[config.mk]
export PLATFORM = sky130hd
export DESIGN_NAME = modport_subordinate
export DESIGN_NICKNAME = d
export VERILOG_FILES = /design/src/rtl/modport_subordinate.sv
export SDC_FILE = /design/constraint.sdc
export NUM_CORES = 1
export LEC_CHECK = 0
export ABC_AREA = 1
export CAP_MARGIN = 30
export CORE_MARGIN = 2
export CORE_UTILIZATION = 60
export CTS_CLUSTER_DIAMETER = 150
export DETAILED_ROUTE_END_ITERATION = 12
export PLACE_DENSITY_LB_ADDON = 0.15
export RECOVER_POWER = 50
export SKIP_CTS_REPAIR_TIMING = 1
export SLEW_MARGIN = 0
export SYNTH_ARGS = -nofsm -noshare
export SYNTH_HDL_FRONTEND = slang
export SYNTH_SLANG_ARGS = --single-unit
export TNS_END_PERCENT = 30
[constraint.sdc]
create_clock -name aclk -period 2.5 [get_ports aclk]
set_clock_uncertainty 0.05 [all_clocks]
set_input_delay 0.5 -clock aclk [delete_from_list [all_inputs] [get_ports aclk]]
set_output_delay 0.5 -clock aclk [all_outputs]
set_load 0.01 [all_outputs]
[src/rtl/modport_subordinate.sv]
`default_nettype none
// +---------------------------------------------------------------------------+
// | modport_subordinate                                                       |
// | AXI4-lite subordinate fronting a word-addressed register bank.            |
// | Rev 1.0                                                                   |
// +---------------------------------------------------------------------------+
module modport_subordinate #(
  parameter int                    ADDR_WIDTH = 32,
  parameter int                    DATA_WIDTH = 32,
  parameter int                    NUM_REGS   = 16,
  parameter logic [ADDR_WIDTH-1:0] BASE_ADDR  = '0
) (
  input  logic                  aclk,
  input  logic                  aresetn,
  input  logic                  arvalid,
  output logic                  arready,
  input  logic [ADDR_WIDTH-1:0] araddr,
  output logic                  rvalid,
  input  logic                  rready,
  output logic [DATA_WIDTH-1:0] rdata,
  input  logic                  awvalid,
  output logic                  awready,
  input  logic [ADDR_WIDTH-1:0] awaddr,
  input  logic                  wvalid,
  output logic                  wready,
  input  logic [DATA_WIDTH-1:0] wdata,
  output logic                  bvalid,
  input  logic                  bready,
  output logic [2:0]            bresp
);

  localparam int c_BYTES = DATA_WIDTH / 8;
  localparam int c_OFFS  = $clog2(c_BYTES);
  localparam int c_IDXW  = $clog2(NUM_REGS);
  localparam int c_SPANW = c_OFFS + c_IDXW;

  localparam logic [2:0] c_RESP_OKAY   = 3'b000;
  localparam logic [2:0] c_RESP_SLVERR = 3'b010;

  typedef enum logic [0:0] {
    R_IDLE = 1'b0,
    R_RESP = 1'b1
  } rstate_t;

  logic [DATA_WIDTH-1:0] r_regs [NUM_REGS];

  // Read path
  rstate_t               r_rstate;
  rstate_t               w_rstate_nx;
  logic                  r_arready;
  logic                  r_rvalid;
  logic [DATA_WIDTH-1:0] r_rdata;
  logic                  w_ar_hs;
  logic                  w_r_hs;
  logic                  w_ar_hit;
  logic [c_IDXW-1:0]     w_ar_idx;

  // BASE_ADDR is aligned to the bank span, so the upper bits alone decide a hit
  // and the index is just the bits between the byte offset and the span.
  assign w_ar_hit = (araddr[ADDR_WIDTH-1:c_SPANW] == BASE_ADDR[ADDR_WIDTH-1:c_SPANW]);
  assign w_ar_idx = araddr[c_SPANW-1:c_OFFS];
  assign w_ar_hs  = arvalid & r_arready;
  assign w_r_hs   = r_rvalid & rready;

  always_comb begin
    w_rstate_nx = r_rstate;
    case (r_rstate)
      R_IDLE:  if (w_ar_hs) w_rstate_nx = R_RESP;
      R_RESP:  if (w_r_hs)  w_rstate_nx = R_IDLE;
      default: w_rstate_nx = R_IDLE;
    endcase
  end

  always_ff @(posedge aclk or negedge aresetn) begin
    if (!aresetn) begin
      r_rstate  <= R_IDLE;
      r_arready <= 1'b0;
      r_rvalid  <= 1'b0;
      r_rdata   <= '0;
    end else begin
      r_rstate  <= w_rstate_nx;
      r_arready <= (w_rstate_nx == R_IDLE);
      r_rvalid  <= (w_rstate_nx == R_RESP);
      if (w_ar_hs) r_rdata <= w_ar_hit ? r_regs[w_ar_idx] : '0;
    end
  end

  // Write path
  logic                  r_aw_held;
  logic                  r_w_held;
  logic [ADDR_WIDTH-1:0] r_awaddr;
  logic [DATA_WIDTH-1:0] r_wdata;
  logic                  r_awready;
  logic                  r_wready;
  logic                  r_bvalid;
  logic [2:0]            r_bresp;
  logic                  w_aw_hs;
  logic                  w_w_hs;
  logic                  w_b_hs;
  logic                  w_commit;
  logic [ADDR_WIDTH-1:0] w_wr_addr;
  logic [DATA_WIDTH-1:0] w_wr_data;
  logic                  w_wr_hit;
  logic [c_IDXW-1:0]     w_wr_idx;
  logic                  w_aw_held_nx;
  logic                  w_w_held_nx;
  logic                  w_bvalid_nx;

  assign w_aw_hs   = awvalid & r_awready;
  assign w_w_hs    = wvalid & r_wready;
  assign w_b_hs    = r_bvalid & bready;
  // A channel arriving this cycle pairs directly with one already held.
  assign w_commit  = (r_aw_held | w_aw_hs) & (r_w_held | w_w_hs);
  assign w_wr_addr = r_aw_held ? r_awaddr : awaddr;
  assign w_wr_data = r_w_held ? r_wdata : wdata;
  assign w_wr_hit  = (w_wr_addr[ADDR_WIDTH-1:c_SPANW] == BASE_ADDR[ADDR_WIDTH-1:c_SPANW]);
  assign w_wr_idx  = w_wr_addr[c_SPANW-1:c_OFFS];

  always_comb begin
    w_aw_held_nx = r_aw_held;
    w_w_held_nx  = r_w_held;
    w_bvalid_nx  = r_bvalid;
    if (w_aw_hs) w_aw_held_nx = 1'b1;
    if (w_w_hs)  w_w_held_nx  = 1'b1;
    if (w_commit) begin
      w_aw_held_nx = 1'b0;
      w_w_held_nx  = 1'b0;
      w_bvalid_nx  = 1'b1;
    end
    if (w_b_hs) w_bvalid_nx = 1'b0;
  end

  always_ff @(posedge aclk or negedge aresetn) begin
    if (!aresetn) begin
      r_aw_held <= 1'b0;
      r_w_held  <= 1'b0;
      r_awaddr  <= '0;
      r_wdata   <= '0;
      r_awready <= 1'b0;
      r_wready  <= 1'b0;
      r_bvalid  <= 1'b0;
      r_bresp   <= c_RESP_OKAY;
      for (int i = 0; i < NUM_REGS; i++) r_regs[i] <= '0;
    end else begin
      r_aw_held <= w_aw_held_nx;
      r_w_held  <= w_w_held_nx;
      r_bvalid  <= w_bvalid_nx;
      r_awready <= ~w_bvalid_nx & ~w_aw_held_nx;
      r_wready  <= ~w_bvalid_nx & ~w_w_held_nx;
      if (w_aw_hs) r_awaddr <= awaddr;
      if (w_w_hs)  r_wdata  <= wdata;
      if (w_commit) begin
        r_bresp <= w_wr_hit ? c_RESP_OKAY : c_RESP_SLVERR;
        if (w_wr_hit) r_regs[w_wr_idx] <= w_wr_data;
      end
    end
  end

  logic w_unused;
  assign w_unused = ^{araddr[c_OFFS-1:0], w_wr_addr[c_OFFS-1:0]};

  assign arready = r_arready;
  assign rvalid  = r_rvalid;
  assign rdata   = r_rdata;
  assign awready = r_awready;
  assign wready  = r_wready;
  assign bvalid  = r_bvalid;
  assign bresp   = r_bresp;

endmodule
`default_nettype wire

After elaboration in Yosys (flattened, before gate mapping)
Index checks and enable logic that the tools add are counted.
Word-level totals
  output and inout port bits: 40
  bits in registers: 618
  word-level logic and storage cells: 70
  bits of input ports: 103
Cells by class
  muxes and demuxes: 19
  magnitude comparators: 3
  reduce and logical (&&, ||, !) cells: 4
  bitwise operators: 17
Operator list (number)
  bitwise mux 512 bit: 1
  2-to-1 mux 32 bit: 6
  binary-select mux 32 bit (select 4 bit): 1
  demux 32 bit (select 4 bit): 1
  logical NOT 26 bit: 2
  greater-or-equal comparator 5 bit, second input constant: 2
  NOT 4 -> 5 bit: 2
  AND 1 bit: 8
  2-to-1 mux 1 bit: 8
  less-than comparator 5 x 1 -> 1 bit, second input constant: 1
  NOT 1 bit: 5
  2-to-1 mux 2 bit: 1
  OR 1 bit: 2
  one-hot mux 1 bit (2 select lines): 1
  AND reduction 2 bit: 1
  logical AND 1 bit: 1

Logic depth before layout (Yosys ltp)
  depth after elaboration: 7
  mapped depth: 11

Worst setup path after synthesis
Ideal clock, no wire load.
  path kind: input -> register
  start point: input araddr[2]
  end point: register r_rdata[20] (netlist: rdata[20])
  stages on the path: 11
  arrival time: 1892 ps
  slack: 492 ps
  library setup time: 66 ps
  cells stage by stage: clkbuf_1 -> inv_1 -> clkbuf_1 -> clkbuf_1 -> clkbuf_1 -> nand2_1 -> nand3_1 -> nand3_1 -> nand3_1 -> nand3_1 -> nand2_1
On the way
  cells in the longest elaborated chain, start to end: 5
Ends and longest elaborated chain
  start: declaration: line 17  | input logic [ADDR_WIDTH-1:0] araddr,
  NOT 4 -> 5 bit (implied by the code): line 84  | if (w_ar_hs) r_rdata <= w_ar_hit ? r_regs[w_ar_idx] : '0;
  binary-select mux 32 bit (select 4 bit): line 84
  2-to-1 mux 32 bit (implied by the code) (2 in a row): line 84
  2-to-1 mux 32 bit: line 84
  end signal: assignment: line 84
  end: declaration: line 52  | logic [DATA_WIDTH-1:0] r_rdata;
Every way passes these cells. The select of a mux whose other input is x is not followed.
A chain may end at the register's enable or synchronous reset.

Final worst setup path
  start point: register r_aw_held
  end point: register r_regs[229] in the netlist's numbering
On the way
  cells in the longest elaborated chain, start to end: 7
  elaborated cells on any way between the ends: 12
  classes of those cells: 2 x order compare; 4 x mux; 3 x bitwise; 3 x reduce/logical
Ends and longest elaborated chain
  start: declaration: line 89  | logic r_aw_held;
  start signal: assignment: line 145  | r_aw_held <= w_aw_held_nx;
  2-to-1 mux 32 bit: line 114  | assign w_wr_addr = r_aw_held ? r_awaddr : awaddr;
  NOT 4 -> 5 bit (implied by the code): line 154  | if (w_wr_hit) r_regs[w_wr_idx] <= w_wr_data;
  greater-or-equal comparator 5 bit (implied by the code) or less-than comparator 5 x 1 -> 1 bit (tied branches): line 154
  logical AND 1 bit (implied by the code): line 154
  2-to-1 mux 32 bit (implied by the code): line 154
  demux 32 bit (select 4 bit): line 154
  bitwise mux 512 bit: line 154
  end signal: indexed assignment: line 154
  end: declaration: line 45  | logic [DATA_WIDTH-1:0] r_regs [NUM_REGS];
Parallel ways exist; a longest one is shown, timed or not.

==> results.cfg <==
[outcome]
outcome = completed

[finish]
final_util = 0.711
instances_no_fill = 4661
finalNetCount = 4094
final_cell_mix = 1706 x nand2_1, 989 x nand3_1, 613 x dfrtp_1
area_growth_syn_to_layout_pct = 17.5
layout-drive-gt1-share = 0.0815
num_antenna_cells = 0
layout.cells.most_common = nand2_1
fillers = 3997
fin_area_um2 = 34600
seq_area_um2 = 15400
multi_input_area_um2 = 12600

[global_routing]
grt_pass1_vias = 26768
grt_max_degree = 111
grt_pass1_wl_mm = 151
grt_usage = 0.384
antenna_found_initial = 0
grt-ovfl-total = 0

[placed_design]
postPlaceCellArea_um2 = 32500
gp_congestion = 0.845
dp_hpwl_mm = 55.9
post-place-cells = 4544
portBuffers = 136

[die]
io_pins = 143
core_area_um2 = 48600
rows = 81
dieArea_um2 = 50800
fp.dieW_um = 225
start_util = 0.605
die_h_um = 225

[sta]
setup-violations-final = 0
tightest_slew_ns = 1.43
clock.fmax_mhz = 452
final_hold_viol_count = 0
period_minus_slack_ns = 2.21
rsz0062_at_grt = no
slew_viol_final = 0
slew_headroom = 0.0462
fin_crit_sh = 0.885
whs_ns = 0.419

[route]
wl_per_cell_um = 20.5
drc = 0
vias = 28045
drtPass1Iterations = 8
drt-total-wl_mm = 95.3
drt_iter0_drc = 3681
routed_via_density = 6.02
ant_nets = 0

[critical_path]
r2r_cells = 8
path_class = flop to flop
worstPathMaxFanout = 32
cp.arrival_ns = 2.70
worst_setup_path_end_kind = flop
cp.required_ns = 2.98
start_kind = flop

[hold_path]
holdPathStages = 2
hp-class = flop to flop

[logic_synthesis]
syn_area_per_cell_um2 = 7.52
yosysTopAreaCellShare = 0.522
ys_seq_area_frac = 0.522
yosys_warnings = 0
yosys-top-cells-area = dfrtp_1 52%, nand2_1 22%, nand3_1 17%, clkbuf_1 2.9%, buf_2 1.1%
synth_cell_types = 27
netlist_area_um2 = 29400
yosys.area.top_type = dfrtp_1
ys_ff_latch = 614
synthCells = 3913

[pwr]
ir_drop_v = 0.000815
p_leak_nw = 17.7
report.power.total_mw = 26.4
powerDensity_nw_per_um2 = 764

[cts]
path_clk_slew_ns = 0.06
cts_root_buffer = clkbuf_16
cts_tree = yes
clock_latency_ns = 0.61
cts_made_buffers = 66
clockBufferDepth = 3
htreeDepth = 3
cts_sinks = 614

[job]
drv_cap = 0
synthesized netlist by cell type (all sizes together):
cell type	n
nor3	4
buf	89
dfrtp	614
a21oi	7
o22ai	1
conb	1
clkinv	1
inv	69
nand3	989
and2	1
nor2	69
o21ai	84
nand4	20
mux2	18
nor4	3
clkbuf	230
nand2	1707
or2	4
o211ai	2
cell families after synthesis:
group / share of synthesized area
flops: 0.522
simple gates: 0.402
compound gates: 0.0163
other cells: 0.000127
mux: 0.00689
buf+inv: 0.0526
flip-flops by register name, indices dropped and copies added, names as in the netlist:
register,flops
r_regs,512
r_wdata,32
rdata,32
r_awaddr,30
arready,1
awready,1
bresp,1
bvalid,1
r_aw_held,1
r_w_held,1
rvalid,1
wready,1
path summary, 6_finish.rpt:
check / startpoint / endpoint / slack [ns]
max in group asynchronous: aresetn / r_regs[271] / 0.34
worst min-delay path: r_regs[482] / r_regs[482] / 0.42
worst max register to register: r_aw_held / r_regs[229] / 0.29
worst min register to register: r_regs[482] / r_regs[482] / 0.42
min in group asynchronous: aresetn / r_regs[192] / 0.74
worst max-delay path: r_aw_held / r_regs[229] / 0.29
power breakdown:
group	switching [mW]	internal [mW]	total, mW
registers	0.282	10.5	10.8
logic	4.29	1.62	5.91
clock network	4.02	5.72	9.74
total	8.59	17.8	26.4
layout make-up:
| class | instances | area share |
|---|---|---|
| flip-flops and latches | 614 | 0.444 |
| inverters | 70 | 0.00789 |
| clock inverters | 11 | 0.00337 |
| well taps | 622 | 0.0225 |
| multi-input cells | 2911 | 0.366 |
| clock buffers | 105 | 0.0582 |
| repair buffers | 328 | 0.0982 |
metal layers:
layer	routed length (µm)	GRT usage
met4	4290	0.174
met3	10600	0.0851
met1	36900	0.518
met2	43500	0.599
met5	0	0
worst max-delay path, stage by stage, from the launching register on:
cell,delay [ns]
dfrtp_1,0.44
buf_4,0.19
o21ai_0,0.31
nand2_1,0.09
buf_4,0.18
nor2_4,0.11
buf_4,0.51
nand3_1,0.15
nand2_1,0.10
stage by stage:
step           setup slack [ns]  TNS [ns]
2_1_floorplan             0.492         0
3_3_place_gp            0.00604         0
3_5_place_dp            -0.0329    -0.586
4_1_cts                   0.319         0
5_1_grt                   0.105         0
6_report                  0.288         0
Note: power is estimated with default switching activity, not from simulation.
